**config.mk**
```make
export PLATFORM = sky130hd
export DESIGN_NAME = lector_fifos_salida_flat
export DESIGN_NICKNAME = d
export VERILOG_FILES = /design/src/rtl/lector_fifos_salida_if.sv /design/src/rtl/lector_fifos_salida.sv /design/src/flat_wrapper.sv
export SDC_FILE = /design/constraint.sdc
export NUM_CORES = 1
export LEC_CHECK = 0
export CAP_MARGIN = 20
export CORE_MARGIN = 3
export CORE_UTILIZATION = 50
export DETAILED_ROUTE_END_ITERATION = 16
export PLACE_DENSITY = 0.83
export SYNTH_ARGS = -nofsm -noshare
export SYNTH_HDL_FRONTEND = slang
export SYNTH_SLANG_ARGS = --single-unit
```
**constraint.sdc**
```tcl
create_clock -name clk -period 6.06 [get_ports clk]
set_input_delay 1.212 -clock clk [delete_from_list [all_inputs] [get_ports clk]]
set_output_delay 1.212 -clock clk [all_outputs]
set_load 0.02 [all_outputs]
```
**src/rtl/lector_fifos_salida_if.sv**
```systemverilog
// Bus bundle between the egress reader and its four output FIFOs / downstream sink.
// The slave modport is the reader side; the master modport is the FIFO/sink side.
interface lector_fifos_salida_if #(
  parameter int FIFO_WORD_SIZE = 10,
  parameter int CNT_WIDTH      = 8
);
  logic                      empty_p0, empty_p1, empty_p2, empty_p3;
  logic [FIFO_WORD_SIZE-1:0] data_in_0, data_in_1, data_in_2, data_in_3;
  logic                      out_ready;
  logic                      pop_p0, pop_p1, pop_p2, pop_p3;
  logic [FIFO_WORD_SIZE-1:0] data_out;
  logic                      valid_out;
  logic [CNT_WIDTH-1:0]      cnt_p0, cnt_p1, cnt_p2, cnt_p3;
  logic                      idle;

  modport slave (
    input  empty_p0, empty_p1, empty_p2, empty_p3,
    input  data_in_0, data_in_1, data_in_2, data_in_3,
    input  out_ready,
    output pop_p0, pop_p1, pop_p2, pop_p3,
    output data_out, valid_out,
    output cnt_p0, cnt_p1, cnt_p2, cnt_p3,
    output idle
  );

  modport master (
    output empty_p0, empty_p1, empty_p2, empty_p3,
    output data_in_0, data_in_1, data_in_2, data_in_3,
    output out_ready,
    input  pop_p0, pop_p1, pop_p2, pop_p3,
    input  data_out, valid_out,
    input  cnt_p0, cnt_p1, cnt_p2, cnt_p3,
    input  idle
  );
endinterface

```
**src/rtl/lector_fifos_salida.sv**
```systemverilog
// Egress reader: round-robin pops of four 1-cycle-latency FIFOs into a 2-entry
// skid buffer driving one valid/ready channel, with per-port word counters.
module lector_fifos_salida #(
  parameter int FIFO_WORD_SIZE = 10,
  parameter int CNT_WIDTH      = 8
) (
  input  logic                 clk,
  input  logic                 reset_L,
  lector_fifos_salida_if.slave bus
);

  logic [1:0]                r_occ;
  logic                      r_infl;
  logic [1:0]                r_infl_port;
  logic [1:0]                r_rr;
  logic [FIFO_WORD_SIZE-1:0] r_buf0;
  logic [FIFO_WORD_SIZE-1:0] r_buf1;
  logic [CNT_WIDTH-1:0]      r_cnt [4];

  logic [3:0]                w_empty;
  logic [FIFO_WORD_SIZE-1:0] w_din [4];
  logic [FIFO_WORD_SIZE-1:0] w_cap;
  logic                      w_valid;
  logic                      w_xfer;
  logic [2:0]                w_load;
  logic                      w_room;
  logic                      w_sel_any;
  logic [1:0]                w_sel_port;
  logic [1:0]                w_idx;
  logic [3:0]                w_pop;

  assign w_empty = {bus.empty_p3, bus.empty_p2, bus.empty_p1, bus.empty_p0};
  assign w_din[0] = bus.data_in_0;
  assign w_din[1] = bus.data_in_1;
  assign w_din[2] = bus.data_in_2;
  assign w_din[3] = bus.data_in_3;
  assign w_cap    = w_din[r_infl_port];

  assign w_valid = (r_occ != 2'd0);
  assign w_xfer  = w_valid && bus.out_ready;

  // Count the word already in flight so a third word is never requested.
  assign w_load = {1'b0, r_occ} + {2'b00, r_infl} - {2'b00, w_xfer};
  assign w_room = (w_load < 3'd2);

  always_comb begin
    w_sel_any  = 1'b0;
    w_sel_port = 2'd0;
    w_idx      = 2'd0;
    if (w_room) begin
      for (int i = 0; i < 4; i++) begin
        w_idx = r_rr + 2'(i);
        if (!w_sel_any && !w_empty[w_idx]) begin
          w_sel_any  = 1'b1;
          w_sel_port = w_idx;
        end
      end
    end
  end

  assign w_pop = (w_sel_any && reset_L) ? (4'b0001 << w_sel_port) : 4'b0000;

  always_ff @(posedge clk or negedge reset_L) begin
    if (!reset_L) begin
      r_infl      <= 1'b0;
      r_infl_port <= 2'd0;
      r_rr        <= 2'd0;
    end else if (w_sel_any) begin
      r_infl      <= 1'b1;
      r_infl_port <= w_sel_port;
      r_rr        <= w_sel_port + 2'd1;
    end else begin
      r_infl      <= 1'b0;
    end
  end

  always_ff @(posedge clk or negedge reset_L) begin
    if (!reset_L) begin
      r_occ  <= 2'd0;
      r_buf0 <= '0;
      r_buf1 <= '0;
    end else begin
      case ({r_infl, w_xfer})
        2'b10: begin
          if (r_occ == 2'd0) r_buf0 <= w_cap;
          else               r_buf1 <= w_cap;
          r_occ <= r_occ + 2'd1;
        end
        2'b01: begin
          r_buf0 <= r_buf1;
          r_occ  <= r_occ - 2'd1;
        end
        2'b11: begin
          if (r_occ == 2'd1) begin
            r_buf0 <= w_cap;
          end else begin
            r_buf0 <= r_buf1;
            r_buf1 <= w_cap;
          end
        end
        default: ;
      endcase
    end
  end

  always_ff @(posedge clk or negedge reset_L) begin
    if (!reset_L) begin
      for (int k = 0; k < 4; k++) r_cnt[k] <= '0;
    end else if (r_infl) begin
      r_cnt[r_infl_port] <= r_cnt[r_infl_port] + CNT_WIDTH'(1);
    end
  end

  assign bus.pop_p0    = w_pop[0];
  assign bus.pop_p1    = w_pop[1];
  assign bus.pop_p2    = w_pop[2];
  assign bus.pop_p3    = w_pop[3];
  assign bus.valid_out = w_valid;
  assign bus.data_out  = w_valid ? r_buf0 : '0;
  assign bus.cnt_p0    = r_cnt[0];
  assign bus.cnt_p1    = r_cnt[1];
  assign bus.cnt_p2    = r_cnt[2];
  assign bus.cnt_p3    = r_cnt[3];
  assign bus.idle      = (r_occ == 2'd0) && !r_infl && (&w_empty);

endmodule

```
**src/flat_wrapper.sv**
```systemverilog
// flat-port wrapper written by rule: the top's interface ports become plain ports
module lector_fifos_salida_flat 
#(
  parameter int FIFO_WORD_SIZE = 10,
  parameter int CNT_WIDTH      = 8
)
  (clk, reset_L, bus_empty_p0, bus_empty_p1, bus_empty_p2, bus_empty_p3, bus_data_in_0, bus_data_in_1, bus_data_in_2, bus_data_in_3, bus_out_ready, bus_pop_p0, bus_pop_p1, bus_pop_p2, bus_pop_p3, bus_data_out, bus_valid_out, bus_cnt_p0, bus_cnt_p1, bus_cnt_p2, bus_cnt_p3, bus_idle);
  lector_fifos_salida_if #(.FIFO_WORD_SIZE(FIFO_WORD_SIZE), .CNT_WIDTH(CNT_WIDTH)) bus_i ();
  input  logic clk;
  input  logic reset_L;
  input wire logic [$bits(bus_i.empty_p0)-1:0] bus_empty_p0;
  input wire logic [$bits(bus_i.empty_p1)-1:0] bus_empty_p1;
  input wire logic [$bits(bus_i.empty_p2)-1:0] bus_empty_p2;
  input wire logic [$bits(bus_i.empty_p3)-1:0] bus_empty_p3;
  input wire logic [$bits(bus_i.data_in_0)-1:0] bus_data_in_0;
  input wire logic [$bits(bus_i.data_in_1)-1:0] bus_data_in_1;
  input wire logic [$bits(bus_i.data_in_2)-1:0] bus_data_in_2;
  input wire logic [$bits(bus_i.data_in_3)-1:0] bus_data_in_3;
  input wire logic [$bits(bus_i.out_ready)-1:0] bus_out_ready;
  output wire logic [$bits(bus_i.pop_p0)-1:0] bus_pop_p0;
  output wire logic [$bits(bus_i.pop_p1)-1:0] bus_pop_p1;
  output wire logic [$bits(bus_i.pop_p2)-1:0] bus_pop_p2;
  output wire logic [$bits(bus_i.pop_p3)-1:0] bus_pop_p3;
  output wire logic [$bits(bus_i.data_out)-1:0] bus_data_out;
  output wire logic [$bits(bus_i.valid_out)-1:0] bus_valid_out;
  output wire logic [$bits(bus_i.cnt_p0)-1:0] bus_cnt_p0;
  output wire logic [$bits(bus_i.cnt_p1)-1:0] bus_cnt_p1;
  output wire logic [$bits(bus_i.cnt_p2)-1:0] bus_cnt_p2;
  output wire logic [$bits(bus_i.cnt_p3)-1:0] bus_cnt_p3;
  output wire logic [$bits(bus_i.idle)-1:0] bus_idle;
  assign bus_i.empty_p0 = bus_empty_p0;
  assign bus_i.empty_p1 = bus_empty_p1;
  assign bus_i.empty_p2 = bus_empty_p2;
  assign bus_i.empty_p3 = bus_empty_p3;
  assign bus_i.data_in_0 = bus_data_in_0;
  assign bus_i.data_in_1 = bus_data_in_1;
  assign bus_i.data_in_2 = bus_data_in_2;
  assign bus_i.data_in_3 = bus_data_in_3;
  assign bus_i.out_ready = bus_out_ready;
  assign bus_pop_p0 = bus_i.pop_p0;
  assign bus_pop_p1 = bus_i.pop_p1;
  assign bus_pop_p2 = bus_i.pop_p2;
  assign bus_pop_p3 = bus_i.pop_p3;
  assign bus_data_out = bus_i.data_out;
  assign bus_valid_out = bus_i.valid_out;
  assign bus_cnt_p0 = bus_i.cnt_p0;
  assign bus_cnt_p1 = bus_i.cnt_p1;
  assign bus_cnt_p2 = bus_i.cnt_p2;
  assign bus_cnt_p3 = bus_i.cnt_p3;
  assign bus_idle = bus_i.idle;
  lector_fifos_salida #(.FIFO_WORD_SIZE(FIFO_WORD_SIZE), .CNT_WIDTH(CNT_WIDTH)) u_core (.clk(clk), .reset_L(reset_L), .bus(bus_i));
endmodule
```
# Word-level counts from Yosys, hierarchy flattened
# Cells that the tools add are included.
dict set report word_totals {
  ff_bits 59
  inputBits 47
  output_inout_bits 48
  elab_cells 98
}
dict set report classes {
  n_addsub 9
  n_lt_le_gt_ge 7
  n_eq_ne 7
  shifts 1
  muxes 40
  bitwise 1
  n_reduce_logical 23
}
# op n
set ops {}
lappend ops {{10-bit 2-to-1 mux} 7}
lappend ops {{32-bit bitwise mux} 1}
lappend ops {{10-bit case mux with 3 select lines} 1}
lappend ops {{8-bit 2-to-1 mux} 3}
lappend ops {{10-bit binary-select mux with 2-bit select} 1}
lappend ops {{10-bit case mux with 2 select lines} 1}
lappend ops {{8-bit binary-select mux with 2-bit select} 1}
lappend ops {{8-bit demux with 2-bit select} 1}
lappend ops {{1-bit 2-to-1 mux} 13}
lappend ops {{2-bit by 3-bit < comparator with 1-bit output (second input constant)} 4}
lappend ops {{2-bit 2-to-1 mux} 5}
lappend ops {{8-bit by 1-bit adder with 8-bit output (second input constant)} 1}
lappend ops {{1-bit binary-select mux with 2-bit select} 4}
lappend ops {{1-bit logical AND} 8}
lappend ops {{1-bit zero test} 7}
lappend ops {{2-bit by 1-bit adder with 2-bit output (second input constant)} 3}
lappend ops {{2-bit nonzero test} 3}
lappend ops {{2-bit adder (second input constant)} 2}
lappend ops {{2-bit by 1-bit == test with 1-bit output (second input constant)} 2}
lappend ops {{2-bit == test (second input constant)} 2}
lappend ops {{4-bit 2-to-1 mux} 1}
lappend ops {{2-bit != test (second input constant)} 2}
lappend ops {{2-bit case mux with 2 select lines} 1}
lappend ops {{4-bit AND reduction} 1}
lappend ops {{other kinds (13)} 13}

# Longest topological paths before layout
# Gate-level depths: netlist (run 1).
dict set report depth {
  ltp_word 19
  depth_mapped 14
  ltp_nobuf 14
}

# Least setup slack after synthesis (run 1)
# No wires, ideal clock.
dict set report synth_timing {
  path_type {in2out}
  from {input bus_out_ready}
  to {output bus_pop_p0}
  arrival_time_ps 3077
  required_time_ps 4848
  path_slack_ps 1771
  cell_stages 10
  path_cell_list {nand2_1 > nor2_1 > o21ai_0 > fa_1 > xnor2_1 > and2_1 > and4_1 > inv_1 > ha_1 > and3_1}
}
dict set report synth_between {
  elab_chain_len 6
}
# element line_no
set synth_lines {}
lappend synth_lines {{from (decl)} flat_wrapper.sv:19} ;# input wire logic [$bits(bus_i.out_ready)-1:0] bus_out_ready;
lappend synth_lines {{1-bit logical AND} lector_fifos_salida.sv:40} ;# assign w_xfer = w_valid && bus.out_ready;
lappend synth_lines {{3-bit by 1-bit subtractor with 3-bit output} lector_fifos_salida.sv:43} ;# assign w_load = {1'b0, r_occ} + {2'b00, r_infl} - {2'b00, w_xfer};
lappend synth_lines {{3-bit by 2-bit < comparator with 1-bit output} lector_fifos_salida.sv:44} ;# assign w_room = (w_load < 3'd2);
lappend synth_lines {{2-bit 2-to-1 mux} lector_fifos_salida.sv:50} ;# if (w_room) begin
lappend synth_lines {{net u_core.w_sel_port[0]} lector_fifos_salida.sv:28} ;# logic [1:0] w_sel_port;
lappend synth_lines {{1-bit by 2-bit << shifter with 4-bit output} lector_fifos_salida.sv:61} ;# assign w_pop = (w_sel_any && reset_L) ? (4'b0001 << w_sel_port) : 4'b0000;
lappend synth_lines {{4-bit 2-to-1 mux} lector_fifos_salida.sv:61}
lappend synth_lines {{to (decl)} flat_wrapper.sv:20} ;# output wire logic [$bits(bus_i.pop_p0)-1:0] bus_pop_p0;
# The timed path passes the listed nets, and every way through them passes these cells.

# Worst setup path after layout (run 1)
# Ends and elaborated chain as after synthesis.

==> impl_metrics.tcl, run 1 <==
set metrics [dict create \
    status "complete, no violations" \
    cts_made_buffers 9 \
    start_kind "input port" \
    area_delta_synth_final_pct 35.9 \
    slew_headroom 0.273 \
    cp.required_ps 4850 \
    overflow 0 \
    path_clk_slew_ps 70 \
    hold_path_depth 1 \
    yosys-top-cells-area "dfrtp_1, mux4_2, mux2_2, nand2_1, o21ai_0" \
    hold_class "flop to flop" \
    ctsHoldBuffers 0 \
    post_drt_wl_per_cell_um 17.4 \
    ir_drop_v 0.000368 \
    drtPass1Iterations 4 \
    arrival_ps 4320 \
    synth-async-reset-ratio 1.00 \
    dp_hpwl_um 6210 \
    critPathMaxFanout 4 \
    diodes 0 \
    ant_nets 0 \
    hp-start "u_core.bus.cnt_p0[7]" \
    clkLatencyLatePin_ps 330 \
    clk_path_buf_depth 2 \
    cp_cell_sequence "clkdlybuf4s50_1 -> nand2_1 -> nor2_1 -> o21ai_0 -> fa_1 -> xnor2_1 -> and2_1 -> and4_1 -> inv_1 -> ha_1 -> and3_1 -> clkdlybuf4s50_1" \
    end_kind "primary output" \
    setup_violations 0 \
    hold_violations 0 \
    die_w_um 88.6 \
    yosys.area.top_type "dfrtp_1" \
    vias 2827 \
    drc 0 \
    tightest_slew_ps 1090 \
    drt_iter0_markers 194 \
    critPathKind "input port to primary output" \
    layout_min_cycle_time_ps 5530 \
    cts_resized 0 \
    cts_setup_buffers 0 \
    path_common_cell "clkdlybuf4s50_1" \
    cp.buffers_inverters 3 \
    setup_ws_ps 526 \
    ioPinCount 95 \
    synth_top_area_frac 0.433 \
    cpPeakStageDelay_ps 540 \
    nets 463 \
    yosysWarnings 0 \
    grt_pass1_vias 2881 \
    ys_seq_elements 59 \
    p_leak_nw 2.00 \
    cts.sinks 59 \
    ff2ff_setup_slack_ps 2710 \
    period_share 0.913 \
    cts_tree "built" \
    via_per_inst 5.79 \
    synthCells 315 \
    place_congestion 0.863 \
    htreeDepth 3 \
    syn_nets 372 \
    power.density_mw_per_mm2 537 \
    ys_seq_area_frac 0.433 \
    ys_types 44 \
    synth_edf_count 0 \
    reg2reg_to "u_core.r_rr[1]" \
    coreArea_mm2 0.00649 \
    io_buffers 94 \
    drv_slew 0 \
    start_util 0.525 \
    grt_pass1_wl_um 13800 \
    regToRegStartpoint "u_core.r_occ[0]" \
    die-area_mm2 0.00784 \
    drive_gt1_frac 0.141 \
    dieHeight_um 88.6 \
    crit_path_top_delay_cell "clkdlybuf4s50_1" \
    clock-skew-final_ps 5.51 \
    max_freq_mhz 181 \
    synth_area_mm2 0.00341 \
    dp_slack_ps 543 \
    avgSynthCellArea_um2 10.8 \
    tns_ps 0 \
    cts_root_buf "clkbuf_8" \
    cap_viol_max_count 0 \
    r2r_cells 13 \
    power_mw 2.49 \
    rsz0062_at_grt "false" \
    antenna_found_initial 0 \
    rows 29 \
    critPathTopFamily "buffers and inverters" \
    whs_endpoint "u_core.bus.cnt_p0[7]" \
    grt_usage 0.232 \
    grt_max_degree 58 \
    wl_um 8500 \
    synth-main-ff-cell "dfrtp_1" \
]
## cell families (layout without fill, tap and decap cells)
kind of cell,after synthesis,in the layout,synth area share
compound gates,58,58,0.106
flops,59,59,0.433
fa+ha+maj,10,10,0.0389
xor+xnor,10,10,0.0257
mux,37,37,0.183
simple gates,113,113,0.178
buf+inv,28,124,0.0349
## layer usage
metal	vias up	track usage	routed length (um)
met5	-	0	0
met4	0	0.0934	125
met3	10	0.0493	562
met2	101	0.381	4230
met1	1393	0.299	3590
li1	1323	-	-
## power breakdown
part	leakage (nW)	switching (mW)	internal, mW
Combinational	1.13	0.722	0.624
Clock	0.123	0.150	0.283
Sequential	0.742	0.149	0.558
## cell usage after synthesis (2+ instances only)
cell type  number
and3_1          5
a31oi_1         5
or2_2           2
a21oi_1         5
dfrtp_1        59
and2_1          2
nor2_1         13
clkbuf_1       12
mux4_2         13
nand2_1        40
mux4_1          4
nand2b_1        5
nand4_1         3
o21ai_0        28
nand3b_1        4
or3_1           3
xnor2_1         4
nand4b_1        3
mux2_2         17
a22oi_1        14
mux2i_1         2
buf_2           5
and4b_1         2
inv_1          10
nor2b_1        12
nor4bb_1        2
nor3_1          5
xor2_1          6
ha_1            9
nand3_1         7
## placed cells by master (no fill, tap or decap), drive strengths merged, types with 6 or more instances in the layout
master and instances:
nand3 7, dfrtp 59, and3 6, xor2 6, a21oi 7, inv 10
nand2 40, mux2 18, nor2b 12, o21ai 28, mux4 17, ha 9
nor2 13, clkdlybuf4s50 93, a22oi 14, clkbuf 11
## worst max path at each step
stage                     cells after the start     startpoint  slack [ps]          to
after floorplan                              10  bus_out_ready        1770  bus_pop_p0
after global placement                       12  bus_out_ready         640  bus_pop_p0
after detailed placement                     12  bus_out_ready         540  bus_pop_p0
after CTS                                    12  bus_out_ready         530  bus_pop_p0
after global routing                         12  bus_out_ready         280  bus_pop_p0
final                                        12  bus_out_ready         530  bus_pop_p0
## metrics by stage
stage                util  hold WS, ps  std cells  area [um2]
finish              0.713          469        488        4630
global route        0.713          502        488        4630
floorplan               -          442        315        3410
detailed placement  0.676          463        472        4390
CTS                 0.713          472        488        4630
global placement    0.676          456        472        4390
## worst reg2reg max path: stages (launching register included)
cell     delay, ps
dfrtp_1        430
inv_1          100
ha_1           530
inv_1          150
nand2_1        160
inv_1           90
nor2_1         100
o21ai_0        110
fa_1           450
xnor2_1        210
and2_1         210
and4_1         290
ha_1           260
o21ai_0        180
## flip-flops by register name, indices dropped and copies added, names as in the netlist
name and count:
u_core.bus.cnt_p3 8, u_core.r_rr 2, u_core.bus.cnt_p2 8, u_core.r_occ 2
u_core.r_buf0 10, u_core.r_infl_port 2, u_core.r_infl 1, u_core.bus.cnt_p1 8
u_core.r_buf1 10, u_core.bus.cnt_p0 8
## layout make-up
type	count	area [um2]
multi-input combinational	228	1810
timing repair buffer	98	966
tap	77	96.3
clock buffer	11	141
inverter	10	37.5
sequential	59	1480
clock inverter	5	100
fill	451	1860
Power figures use the tool's default switching activity.
==> run 2: changes to the inputs <==
Settings changed: CAP_MARGIN 20 to unset, RECOVER_POWER set to 50.
==> impl_metrics.tcl, run 2 (synthesis gave the netlist of run 1 again) <==
set metrics [dict create \
    worstSetupStartpoint "bus_out_ready" \
    rows 29 \
    clk_path_buf_depth 2 \
    vias 2820 \
    swShare 0.412 \
    multi_input_area_mm2 0.00181 \
    combPwrFrac 0.538 \
    p_leak_nw 2.02 \
    max_freq_mhz 178 \
    final_cell_mix "clkdlybuf4s50_1, dfrtp_1, nand2_1" \
    end_kind "primary output" \
    hp-start "u_core.bus.cnt_p3[7]" \
    cts_resized 0 \
    violations "capacitance limit, slew limit" \
    coreArea_mm2 0.00649 \
    grt_pass1_vias 2881 \
    reg_top3 "u_core.r_buf0 (10), u_core.r_buf1 (10)" \
    area_delta_synth_final_pct 35.7 \
    layout_commonest_cell "clkdlybuf4s50_1" \
    die-area_mm2 0.00784 \
    hold_path_depth 1 \
    r2r_cells 6 \
    cap_viol_max_count 1 \
    status "finished with violations" \
    start_kind "input port" \
    cts_made_buffers 9 \
    slew_headroom -0.978 \
    power.density_mw_per_mm2 533 \
    path_clk_slew_ps 70 \
    hold_violations 0 \
    p_switching_mw 1.02 \
    io_buffers 94 \
    grt_pass1_wl_um 13800 \
    setup_violations 0 \
    htreeDepth 3 \
    dp.cells 472 \
    antenna_found_initial 0 \
    ir_drop_v 0.000362 \
    clock-skew-final_ps 5.60 \
    regToRegStartpoint "u_core.r_infl_port[0]" \
    drive_gt1_frac 0.134 \
    drt_iter0_markers 194 \
    cts_root_buf "clkbuf_8" \
    cts_setup_buffers 0 \
    cp.required_ps 4850 \
    tightest_slew_ps 2970 \
    grt_usage 0.232 \
    critPathKind "input port to primary output" \
    overflow 0 \
    hold_class "flop to flop" \
    ant_nets 0 \
    ctsHoldBuffers 0 \
    nets 463 \
    ioPinCount 95 \
    period_share 0.926 \
    drtPass1Iterations 5 \
    critPathMaxFanout 4 \
    rsz0062_at_grt "false" \
    whs_ps 464 \
    start_util 0.525 \
    drc 0 \
    clockPowerShare 0.176 \
    seqPwrFrac 0.286 \
    dp_hpwl_um 6210 \
    arrival_ps 4400 \
    fin_cells 489 \
    tns_ps 0 \
    nFillCells 455 \
    cts.sinks 59 \
    place_congestion 0.863 \
    p_int_mw 1.45 \
    clkLatencyLatePin_ps 330 \
    cts_tree "built" \
    via_per_inst 5.77 \
    grt_max_degree 58 \
    wl_um 8460 \
    drv_slew 58 \
    die_w_um 88.6 \
    dieHeight_um 88.6 \
    ff2ff_setup_slack_ps 2630 \
    layout_min_cycle_time_ps 5610 \
    regArea_mm2 0.00148 \
    post_drt_wl_per_cell_um 17.3 \
]
run 2: cell count changes in the layout (fill, tap and decap cells not counted), sizes merged:
cell,delta
clkdlybuf4s50,-19
dlygate4sd3,+19
buf,-3
clkbuf,+3
diode,+1
run 2: critical path, cell delays in order:
cell	delay, ps
dlygate4sd3_1	580
nand2_1	120
nor2_1	190
o21ai_0	160
fa_1	450
xnor2_1	210
and2_1	210
and4_1	280
inv_1	100
ha_1	180
and3_1	160
clkdlybuf4s50_1	540
run 2: power groups by stage:
stage	clock [mW]	combinational, mW	sequential (mW)
after floorplan	0	0.851	0.729
after global placement	0	1.30	0.702
after detailed placement	0	1.34	0.715
after CTS	0.438	1.35	0.709
after global routing	0.459	1.45	0.733
final	0.433	1.33	0.705
run 2: worst paths after layout:
kind | endpoint
max in group asynchronous | u_core.bus.cnt_p2[5]
min in group asynchronous | u_core.r_rr[0]
max | bus_pop_p0
min reg2reg | u_core.bus.cnt_p3[7]
min | u_core.bus.cnt_p3[7]
max reg2reg | u_core.bus.cnt_p0[4]
run 2: metal layers:
metal | track usage | part of all wire | vias up
li1 | - | - | 1325
met1 | 0.299 | 0.41 | 1382
met2 | 0.381 | 0.51 | 107
met3 | 0.0493 | 0.071 | 6
met4 | 0.0934 | 0.0095 | 0
met5 | 0 | 0 | -
run 2: through the flow:
| stage | area (um2) | power [mW] | util | setup slack [ps] |
|---|---|---|---|---|
| 2_1_floorplan | 3410 | 1.58 | - | 1770 |
| 3_3_place_gp | 4390 | 2.00 | 0.676 | 643 |
| 3_5_place_dp | 4390 | 2.05 | 0.676 | 543 |
| 4_1_cts | 4630 | 2.50 | 0.713 | 529 |
| 5_1_grt | 4620 | 2.64 | 0.712 | 204 |
| 6_report | 4620 | 2.46 | 0.712 | 449 |
run 2: final cells by class:
class,count,area share
Antenna cell,1,0.000541
Clock buffer,11,0.0306
Multi-Input combinational cell,228,0.392
Sequential cell,59,0.319
Tap cell,77,0.0208
Timing Repair Buffer,98,0.207
Clock inverter,5,0.0216
Inverter,10,0.00812
